[src/rtl/debug_sequencer.sv]
// Debug-port sequencer: takes one host command at a time, requests debug mode from the core,
// drives the command's one- or two-cycle control-word sequence, then releases the core and responds.
module debug_sequencer #(
  parameter int unsigned ACK_TIMEOUT = 255
) (
  input  logic       clk_i,
  input  logic       rst_i,
  input  logic       cmd_valid_i,
  output logic       cmd_ready_o,
  input  logic [2:0] cmd_op_i,
  input  logic [3:0] cmd_addr_i,
  input  logic [7:0] cmd_data_i,
  output logic       rsp_valid_o,
  input  logic       rsp_ready_i,
  output logic [7:0] rsp_data_o,
  output logic       rsp_err_o,
  output logic       busy_o,
  output logic       debug_request_o,
  input  logic       debug_ack_i,
  output logic [7:0] debug_data_o,
  input  logic [7:0] bus_i,
  output logic       d_clr_o,
  output logic       d_hlt_o,
  output logic       d_ce_o,
  output logic       d_su_o,
  output logic       d_ri_o,
  output logic       d_ai_n_o,
  output logic       d_bi_n_o,
  output logic       d_oi_n_o,
  output logic       d_ii_n_o,
  output logic       d_j_n_o,
  output logic       d_fi_n_o,
  output logic       d_mi_n_o,
  output logic       d_do_n_o,
  output logic       d_ao_n_o,
  output logic       d_bo_n_o,
  output logic       d_io_n_o,
  output logic       d_co_n_o,
  output logic       d_eo_n_o,
  output logic       d_ro_n_o,
  output logic       d_no_n_o
);

  // state   | meaning
  // IDLE    | ready for a command, idle control word
  // REQ     | debug request raised, waiting for ack or timeout
  // STEP1   | first control word of the command
  // STEP2   | second control word (memory ops only)
  // RELEASE | request dropped, waiting for ack to fall
  // RSP     | response valid until consumed
  typedef enum logic [2:0] {
    IDLE    = 3'd0,
    REQ     = 3'd1,
    STEP1   = 3'd2,
    STEP2   = 3'd3,
    RELEASE = 3'd4,
    RSP     = 3'd5
  } state_e;

  typedef enum logic [2:0] {
    OP_WR_MEM  = 3'd0,
    OP_RD_MEM  = 3'd1,
    OP_SET_PC  = 3'd2,
    OP_RD_A    = 3'd3,
    OP_RD_B    = 3'd4,
    OP_RD_PC   = 3'd5,
    OP_WR_A    = 3'd6,
    OP_CLR_CPU = 3'd7
  } op_e;

  localparam logic [15:0] ACK_TC = 16'(ACK_TIMEOUT - 1);

  state_e      state_q, state_d;
  op_e         op_q, op_d;
  logic [3:0]  addr_q, addr_d;
  logic [7:0]  data_q, data_d;
  logic [15:0] cnt_q, cnt_d;
  logic [7:0]  rsp_data_q, rsp_data_d;
  logic        rsp_err_q, rsp_err_d;

  always_ff @(posedge clk_i or posedge rst_i) begin
    if (rst_i) begin
      state_q    <= IDLE;
      op_q       <= OP_WR_MEM;
      addr_q     <= '0;
      data_q     <= '0;
      cnt_q      <= '0;
      rsp_data_q <= '0;
      rsp_err_q  <= 1'b0;
    end else begin
      state_q    <= state_d;
      op_q       <= op_d;
      addr_q     <= addr_d;
      data_q     <= data_d;
      cnt_q      <= cnt_d;
      rsp_data_q <= rsp_data_d;
      rsp_err_q  <= rsp_err_d;
    end
  end

  always_comb begin
    state_d         = state_q;
    op_d            = op_q;
    addr_d          = addr_q;
    data_d          = data_q;
    cnt_d           = cnt_q;
    rsp_data_d      = rsp_data_q;
    rsp_err_d       = rsp_err_q;
    debug_request_o = 1'b0;
    debug_data_o    = 8'h00;
    d_clr_o         = 1'b0;
    d_ri_o          = 1'b0;
    d_ai_n_o        = 1'b1;
    d_j_n_o         = 1'b1;
    d_mi_n_o        = 1'b1;
    d_do_n_o        = 1'b1;
    d_ao_n_o        = 1'b1;
    d_bo_n_o        = 1'b1;
    d_co_n_o        = 1'b1;
    d_ro_n_o        = 1'b1;

    case (state_q)
      IDLE: begin
        if (cmd_valid_i) begin
          op_d       = op_e'(cmd_op_i);
          addr_d     = cmd_addr_i;
          data_d     = cmd_data_i;
          cnt_d      = '0;
          rsp_data_d = 8'h00;
          rsp_err_d  = 1'b0;
          state_d    = REQ;
        end
      end
      REQ: begin
        debug_request_o = 1'b1;
        // An ack arriving on the last allowed cycle still wins over the timeout.
        if (debug_ack_i) begin
          cnt_d   = '0;
          state_d = STEP1;
        end else if (cnt_q == ACK_TC) begin
          cnt_d     = '0;
          rsp_err_d = 1'b1;
          state_d   = RSP;
        end else begin
          cnt_d = cnt_q + 16'd1;
        end
      end
      STEP1: begin
        debug_request_o = 1'b1;
        case (op_q)
          OP_WR_MEM, OP_RD_MEM: begin
            d_do_n_o     = 1'b0;
            d_mi_n_o     = 1'b0;
            debug_data_o = {4'h0, addr_q};
          end
          OP_SET_PC: begin
            d_do_n_o     = 1'b0;
            d_j_n_o      = 1'b0;
            debug_data_o = data_q;
          end
          OP_WR_A: begin
            d_do_n_o     = 1'b0;
            d_ai_n_o     = 1'b0;
            debug_data_o = data_q;
          end
          OP_RD_A: begin
            d_ao_n_o   = 1'b0;
            rsp_data_d = bus_i;
          end
          OP_RD_B: begin
            d_bo_n_o   = 1'b0;
            rsp_data_d = bus_i;
          end
          OP_RD_PC: begin
            d_co_n_o   = 1'b0;
            rsp_data_d = bus_i;
          end
          OP_CLR_CPU: d_clr_o = 1'b1;
          default: ;
        endcase
        if (op_q == OP_WR_MEM || op_q == OP_RD_MEM) state_d = STEP2;
        else                                        state_d = RELEASE;
      end
      STEP2: begin
        debug_request_o = 1'b1;
        if (op_q == OP_WR_MEM) begin
          d_do_n_o     = 1'b0;
          d_ri_o       = 1'b1;
          debug_data_o = data_q;
        end else begin
          d_ro_n_o   = 1'b0;
          rsp_data_d = bus_i;
        end
        state_d = RELEASE;
      end
      RELEASE: begin
        if (!debug_ack_i) state_d = RSP;
      end
      RSP: begin
        if (rsp_ready_i) state_d = IDLE;
      end
      default: state_d = IDLE;
    endcase

    // Strobes must drop the moment reset rises, not at the next edge.
    if (rst_i) begin
      debug_request_o = 1'b0;
      debug_data_o    = 8'h00;
      d_clr_o         = 1'b0;
      d_ri_o          = 1'b0;
      d_ai_n_o        = 1'b1;
      d_j_n_o         = 1'b1;
      d_mi_n_o        = 1'b1;
      d_do_n_o        = 1'b1;
      d_ao_n_o        = 1'b1;
      d_bo_n_o        = 1'b1;
      d_co_n_o        = 1'b1;
      d_ro_n_o        = 1'b1;
    end
  end

  assign d_hlt_o  = 1'b0;
  assign d_ce_o   = 1'b0;
  assign d_su_o   = 1'b0;
  assign d_bi_n_o = 1'b1;
  assign d_oi_n_o = 1'b1;
  assign d_ii_n_o = 1'b1;
  assign d_fi_n_o = 1'b1;
  assign d_io_n_o = 1'b1;
  assign d_eo_n_o = 1'b1;
  assign d_no_n_o = 1'b1;

  assign cmd_ready_o = (state_q == IDLE) && !rst_i;
  assign busy_o      = (state_q != IDLE);
  assign rsp_valid_o = (state_q == RSP);
  assign rsp_data_o  = rsp_data_q;
  assign rsp_err_o   = rsp_err_q;

endmodule

[config.mk]
export PLATFORM = sky130hd
export DESIGN_NAME = debug_sequencer
export DESIGN_NICKNAME = d
export VERILOG_FILES = /design/src/rtl/debug_sequencer.sv
export SDC_FILE = /design/constraint.sdc
export NUM_CORES = 1
export LEC_CHECK = 0
export BUFFER_PORTS_ARGS = -buffer_cell sky130_fd_sc_hd__buf_2
export CAP_MARGIN = 20
export CORE_ASPECT_RATIO = 1.5
export CORE_MARGIN = 2
export CORE_UTILIZATION = 35
export DETAILED_ROUTE_END_ITERATION = 12
export PLACE_DENSITY_LB_ADDON = 0.1
export SETUP_SLACK_MARGIN = 0.1
export SLEW_MARGIN = 20
export SYNTH_ARGS = -nofsm -noshare
export SYNTH_HDL_FRONTEND = slang
export SYNTH_SLANG_ARGS = --single-unit
[constraint.sdc]
create_clock -name clk_i -period 7 [get_ports clk_i]
set_input_delay 1.75 -clock clk_i [delete_from_list [all_inputs] [get_ports clk_i]]
set_output_delay 1.75 -clock clk_i [all_outputs]
set_load 0.05 [all_outputs]
==> reports/metrics.yaml, run 1 <==
power:
  switchingPower_mw: 0.507
  irDropWorstVdd_mv: 0.155
  seqPwrFrac_pct: 38.9
  p_comb_share_pct: 46.3
  power.internal_mw: 0.562
  p_sw_share_pct: 47.4
  power_frac_clock_pct: 14.8
  power.total_mw: 1.07
  power_density_nw_per_um2: 378
  leakage_nw: 1.24
timing:
  setup_tns_ps: 0
  timing.final.crit_share_pct: 70.7
  clock_skew_ps: 5.68
  setup_viol: 0
  rsz0062_at_grt: "no"
  worstMarginPinSlew_ps: 747
  fmax_mhz: 202
  maxSlewHeadroom_pct: 50.1
  period_needed_ps: 4950
  finalHoldViolCount: 0
  slew_viol_final: 0
grt:
  grt_max_degree: 46
  grt_pass1_wl_um: 9630
  grt_pass1_vias: 1942
  grt_use_total_pct: 15.7
  grt-ovfl-total: 0
  antenna_found_initial: 0
placement:
  dpl.hpwl_um: 4290
  dpl_cell_area_um2: 2740
  portBuffers: 58
  finalWeightedCongestion: 0.847
routing:
  ant_nets: 0
  initialDrtViolationCount: 58
  first_pass_iters: 4
  drcViolationCount: 0
  viasPerCell: 5.43
  routed_wirelength_um: 5940
  vias: 2095
  routedWlPerCell_um: 15.4
synth:
  netlist_area_um2: 2430
  synth_cells: 255
  seq_area_frac_synth_pct: 44.3
  async_flop_share_pct: 100
  ys_types: 42
  ys_seq_elements: 43
  synth_ff_type: "dfrtp_1"
  synth-edff-count: 0
  yosysWarnings: 0
  syn_area_per_cell_um2: 9.52
floorplan:
  die_w_um: 72.0
  die_h_um: 106
  coreArea_um2: 6810
  start_util_pct: 35.7
  dieArea_um2: 7630
  boundaryPins: 69
  core.rowCount: 37
cts:
  cts_root_buf: "clkbuf_8"
  clock_latency_ps: 290
  htreeDepth: 2
  tritoncts: "done"
  hold_buffers: 0
  worst_setup_hold_path_clk_slew_ps: 80
  cts_made_buffers: 5
  clkSinkCount: 43
  cts_setup_buffers: 0
  ctsResizeCount: 0
  clk_path_buf_depth: 2
flow_run:
  max_cap_viol_count: 0
setup_path:
  cp-start-kind: "input pin"
  cp.required_ps: 5250
  cp_slowest_cell: "buf_4"
  path_cells: "buf_2, clkinv_1, buf_4, nand2_1, nor3_1, nand2_1, buf_2"
  crit_path_max_fanout: 45
  arrival_ps: 3200
  critPathMaxStageDelay_ps: 460
  endpoint_kind: "output pin"
  critical_path_class: "in -> out"
cells_and_area:
  layout-area-overhead-vs-synth_pct: 16.4
  final_nets: 337
  layout_common_cells: "58 x buf_2, 43 x dfrtp_1, 20 x nand2_1"
  final_common_cell: "buf_2"
  drive_gt1_share_pct: 28.9
  antenna-diode-count: 0
  design_area_um2: 2830
hold_path:
  min_path_type: "reg -> reg"
status:
  status: "finished clean"
registers in the layout (all words and copies together), names as in the netlist:
signal and flops:
cnt_q 16, data_q 8, rsp_data_o 8, addr_q 4
op_q 3, state_q 3, rsp_err_o 1
worst paths after layout:
check | startpoint | endpoint | slack [ps] | cells after the start
max | rst_i | d_ao_n_o | 2050 | 7
min | data_q[5] | data_q[5] | 500 | 1
max reg2reg | cnt_q[0] | state_q[2] | 4510 | 6
min reg2reg | data_q[5] | data_q[5] | 500 | 1
max in group asynchronous | rst_i | rsp_err_o | 4990 | 3
min in group asynchronous | rst_i | addr_q[3] | 1630 | 3
cells in the mapped netlist (3+ instances only):
library cell,count,area (um2)
a21oi_1,8,40.0
nand3_1,6,30.0
inv_1,17,63.8
nand2_1,20,75.1
nand2b_1,3,18.8
a31o_2,3,26.3
nor3_1,7,35.0
buf_4,10,75.1
mux2_2,15,169
or3_1,5,31.3
nor2b_1,4,25.0
and2_1,3,18.8
dfrtp_1,43,1080
or4_1,4,30.0
o311ai_0,12,105
o31ai_1,12,90.1
o21ai_0,9,45.0
nor2_1,13,48.8
a22o_1,3,26.3
clkbuf_1,11,41.3
buf_2,3,15.0
nand4_1,7,43.8
and3_1,6,37.5
a22oi_1,5,37.5
o21a_1,3,22.5
worst max-delay path, delay by kind of cell:
family        cells  cell delay [ps]
simple gates      3              600
buf+inv           4              840
per-stage QoR:
step | utilization (%) | cells | hold WS (ps) | setup slack (ps)
2_1_floorplan | - | 263 | 472 | 1140
3_3_place_gp | 40.3 | 378 | 487 | 1990
3_5_place_dp | 40.3 | 378 | 488 | 1960
4_1_cts | 41.5 | 386 | 507 | 1950
5_1_grt | 41.5 | 386 | 524 | 1830
6_report | 41.5 | 386 | 504 | 2050
logic make-up (layout without fill, tap and decap cells):
| family | Yosys count | count (layout) | synth area share, % |
|---|---|---|---|
| simple gates | 87 | 87 | 19.3 |
| compound gates | 64 | 64 | 19.9 |
| flops | 43 | 43 | 44.3 |
| buf+inv | 42 | 87 | 8.20 |
| mux | 15 | 15 | 6.96 |
| fa+ha+maj | 2 | 2 | 1.03 |
| other cells | 2 | 10 | 0.309 |
final cells by class:
| class | instances | area [um2] |
|---|---|---|
| multi-input combinational | 178 | 1180 |
| fill | 707 | 3980 |
| inverter | 17 | 63.8 |
| sequential | 43 | 1080 |
| timing repair buffer | 62 | 320 |
| tap | 78 | 97.6 |
| clock inverter | 2 | 12.5 |
| clock buffer | 6 | 72.6 |
layer usage:
layer  routed length (um)  vias to the layer above  global-route usage [%]
met2                 2910                       53                    26.4
met3                  238                        4                    2.46
li1                     -                     1029                       -
met4                   53                        0                    4.45
met5                    0                        -                       0
met1                 2730                     1009                    20.8
power groups by stage:
stage / sequential [mW] / clock [mW] / combinational, mW
floorplan: 0.453 / 0 / 0.345
global placement: 0.419 / 0 / 0.496
detailed placement: 0.421 / 0 / 0.498
CTS: 0.416 / 0.165 / 0.499
global route: 0.430 / 0.172 / 0.535
finish: 0.416 / 0.158 / 0.495
(Power assumes the default switching activity.)
==> run 2, diff against run 1 <==
==> constraint.sdc (replaced) <==
create_clock -name clk_i -period 4.6 [get_ports clk_i]
set_input_delay 1.15 -clock clk_i [delete_from_list [all_inputs] [get_ports clk_i]]
set_output_delay 1.15 -clock clk_i [all_outputs]
set_load 0.05 [all_outputs]
==> run 2 against run 1 <==
Against the previous run:
- global-route usage rose by 0.38 points
- design area is 1.7% higher
- register-to-register slack lost 2300 ps
- setup slack got worse by 1100 ps
- largest power group unchanged
- total power grew 57%
- critical path depth shrank 2
- clock skew rose by 4.6 ps
- sequential power up 51%
- critical endpoint is now debug_data_o[3]
- first-iteration DRC count grew 14%
- worst hold slack gained 11 ps
- clock power rose by 90%
- non-clock buffer count is 2 higher
==> reports/metrics.yaml, run 2 (synthesis results as in run 1) <==
timing:
  finalHoldViolCount: 0  # unchanged
  fmax_mhz: 276
  setup_tns_ps: 0  # unchanged
  timing.final.crit_share_pct: 78.8
  period_needed_ps: 3630
  holdWs_ps: 515  # +10.9 ps
  setup_viol: 0  # unchanged
  worstMarginPinSlew_ps: 722  # -24.7 ps
  clock_skew_ps: 10.3  # +4.60 ps
  slew_viol_final: 0  # unchanged
  rsz0062_at_grt: "no"
  maxSlewHeadroom_pct: 51.8  # +1.7 points
setup_path:
  arrival_ps: 2480  # -720 ps
  endpoint_kind: "output pin"
  cp.required_ps: 3450  # -1800 ps
  reg2regPathDepth: 6  # unchanged
  critical_path_class: "reg -> out"
  rr_startpoint: "cnt_q[0]"
  cp-start-kind: "flip-flop"
  worstReg2RegEnd: "state_q[2]"
  crit_path_max_fanout: 15  # -67%
  regToRegSetupSlack_ps: 2160  # -2350 ps
floorplan:
  dieArea_um2: 7630  # unchanged
  start_util_pct: 35.7  # unchanged
  core.rowCount: 37  # unchanged
  die_w_um: 72.0  # unchanged
  boundaryPins: 69  # unchanged
  coreArea_um2: 6810  # unchanged
  die_h_um: 106  # unchanged
placement:
  portBuffers: 58  # unchanged
  dpl.hpwl_um: 4290  # about the same
  dpl_cell_area_um2: 2760  # +0.78%
  finalWeightedCongestion: 0.758  # -10%
routing:
  routed_wirelength_um: 5880  # -0.99%
  vias: 2070  # -1.2%
  first_pass_iters: 4  # unchanged
  routedWlPerCell_um: 15.1  # -1.5%
  ant_nets: 0  # unchanged
  viasPerCell: 5.34  # -1.7%
  drcViolationCount: 0  # unchanged
  initialDrtViolationCount: 66  # +14%
grt:
  grt-ovfl-total: 0  # unchanged
  grt_max_degree: 45  # -2.2%
  grt_pass1_wl_um: 9810  # +1.9%
  grt_pass1_vias: 2049  # +5.5%
  antenna_found_initial: 0  # unchanged
  grt_use_total_pct: 16.1  # +0.38 points
cells_and_area:
  final_common_cell: "buf_2"
  layout-area-overhead-vs-synth_pct: 18.4
  largest-register: "cnt_q"
  final_nets: 339  # +0.59%
  utilization_pct: 42.2  # +0.72 points
  drive_gt1_share_pct: 30.3  # +1.4 points
  antenna-diode-count: 0  # unchanged
  design_area_um2: 2870  # +1.7%
  largest_reg_flops: 16  # unchanged
  layout_common_cells: "58 x buf_2, 43 x dfrtp_1, 20 x nand2_1"
flow_run:
  max_cap_viol_count: 0  # unchanged
cts:
  cts_made_buffers: 5  # unchanged
  cts_root_buf: "clkbuf_8"
  htreeDepth: 2  # unchanged
  ctsResizeCount: 0  # unchanged
  hold_buffers: 0  # unchanged
  cts_setup_buffers: 0  # unchanged
  clock_latency_ps: 300  # about the same
  clkSinkCount: 43  # unchanged
  tritoncts: "done"
  clk_path_buf_depth: 2  # unchanged
  worst_setup_hold_path_clk_slew_ps: 90  # about the same
hold_path:
  hold_end: "addr_q[1]"
  min_path_type: "reg -> reg"
  hold_depth: 1  # unchanged
  min_from: "addr_q[1]"
power:
  power_density_nw_per_um2: 585  # +55%
  irDropWorstVdd_mv: 0.246  # +59%
  leakage_nw: 1.26  # +2.2%
status:
  status: "finished clean"
[run 2: changes by cell type in the layout (fill, tap and decap cells not counted)]
cell and change:
buf_4 +2, clkinv_4 +1, clkbuf_1 -1, and3_2 +1, nor3_1 -1, nor3_2 +1
and3_1 -1, bufinv_16 +1, clkinvlp_4 -1
[run 2: power by group]
| group | switching, mW | total (mW) | leakage [nW] | internal [mW] |
|---|---|---|---|---|
| Sequential | 0.129 | 0.629 | 0.560 | 0.500 |
| Combinational | 0.497 | 0.751 | 0.645 | 0.254 |
| Clock | 0.138 | 0.300 | 0.0581 | 0.162 |
[run 2: metrics by stage]
stage          power (mW)  setup slack, ps  instances
5_1_grt              1.80              759        388
3_3_place_gp         1.40             1240        380
3_5_place_dp         1.40             1220        380
6_report             1.68              974        388
2_1_floorplan        1.22              293        263
4_1_cts              1.70              932        388
[run 2: worst max path at each step]
stage | startpoint | endpoint | slack, ps | cells after the start
CTS | state_q[0] | debug_data_o[3] | 930 | 5
finish | state_q[0] | debug_data_o[3] | 970 | 5
detailed placement | rst_i | d_ai_n_o | 1220 | 6
global route | state_q[0] | debug_data_o[1] | 760 | 5
floorplan | rst_i | debug_data_o[0] | 290 | 3
global placement | rst_i | d_ai_n_o | 1240 | 6
[run 2: cell type report]
cell class | count | area (um2)
multi-input combinational | 178 | 1190
clock buffer | 5 | 68.8
tap | 78 | 97.6
clock inverter | 3 | 43.8
inverter | 17 | 63.8
timing repair buffer | 64 | 335
fill | 705 | 3930
sequential | 43 | 1080
[run 2: critical path, cell delays in order, from the launching register on]
cell,delay (ps)
dfrtp_1,590
or3b_1,460
a2111oi_4,580
a22oi_1,180
nor2_1,110
buf_2,270
[run 2: per-layer routing]
metal	GRT usage (%)	wire length (um)
met1	19.6	2490
met2	28.7	3050
met3	2.56	260
met4	4.85	77
met5	0	0
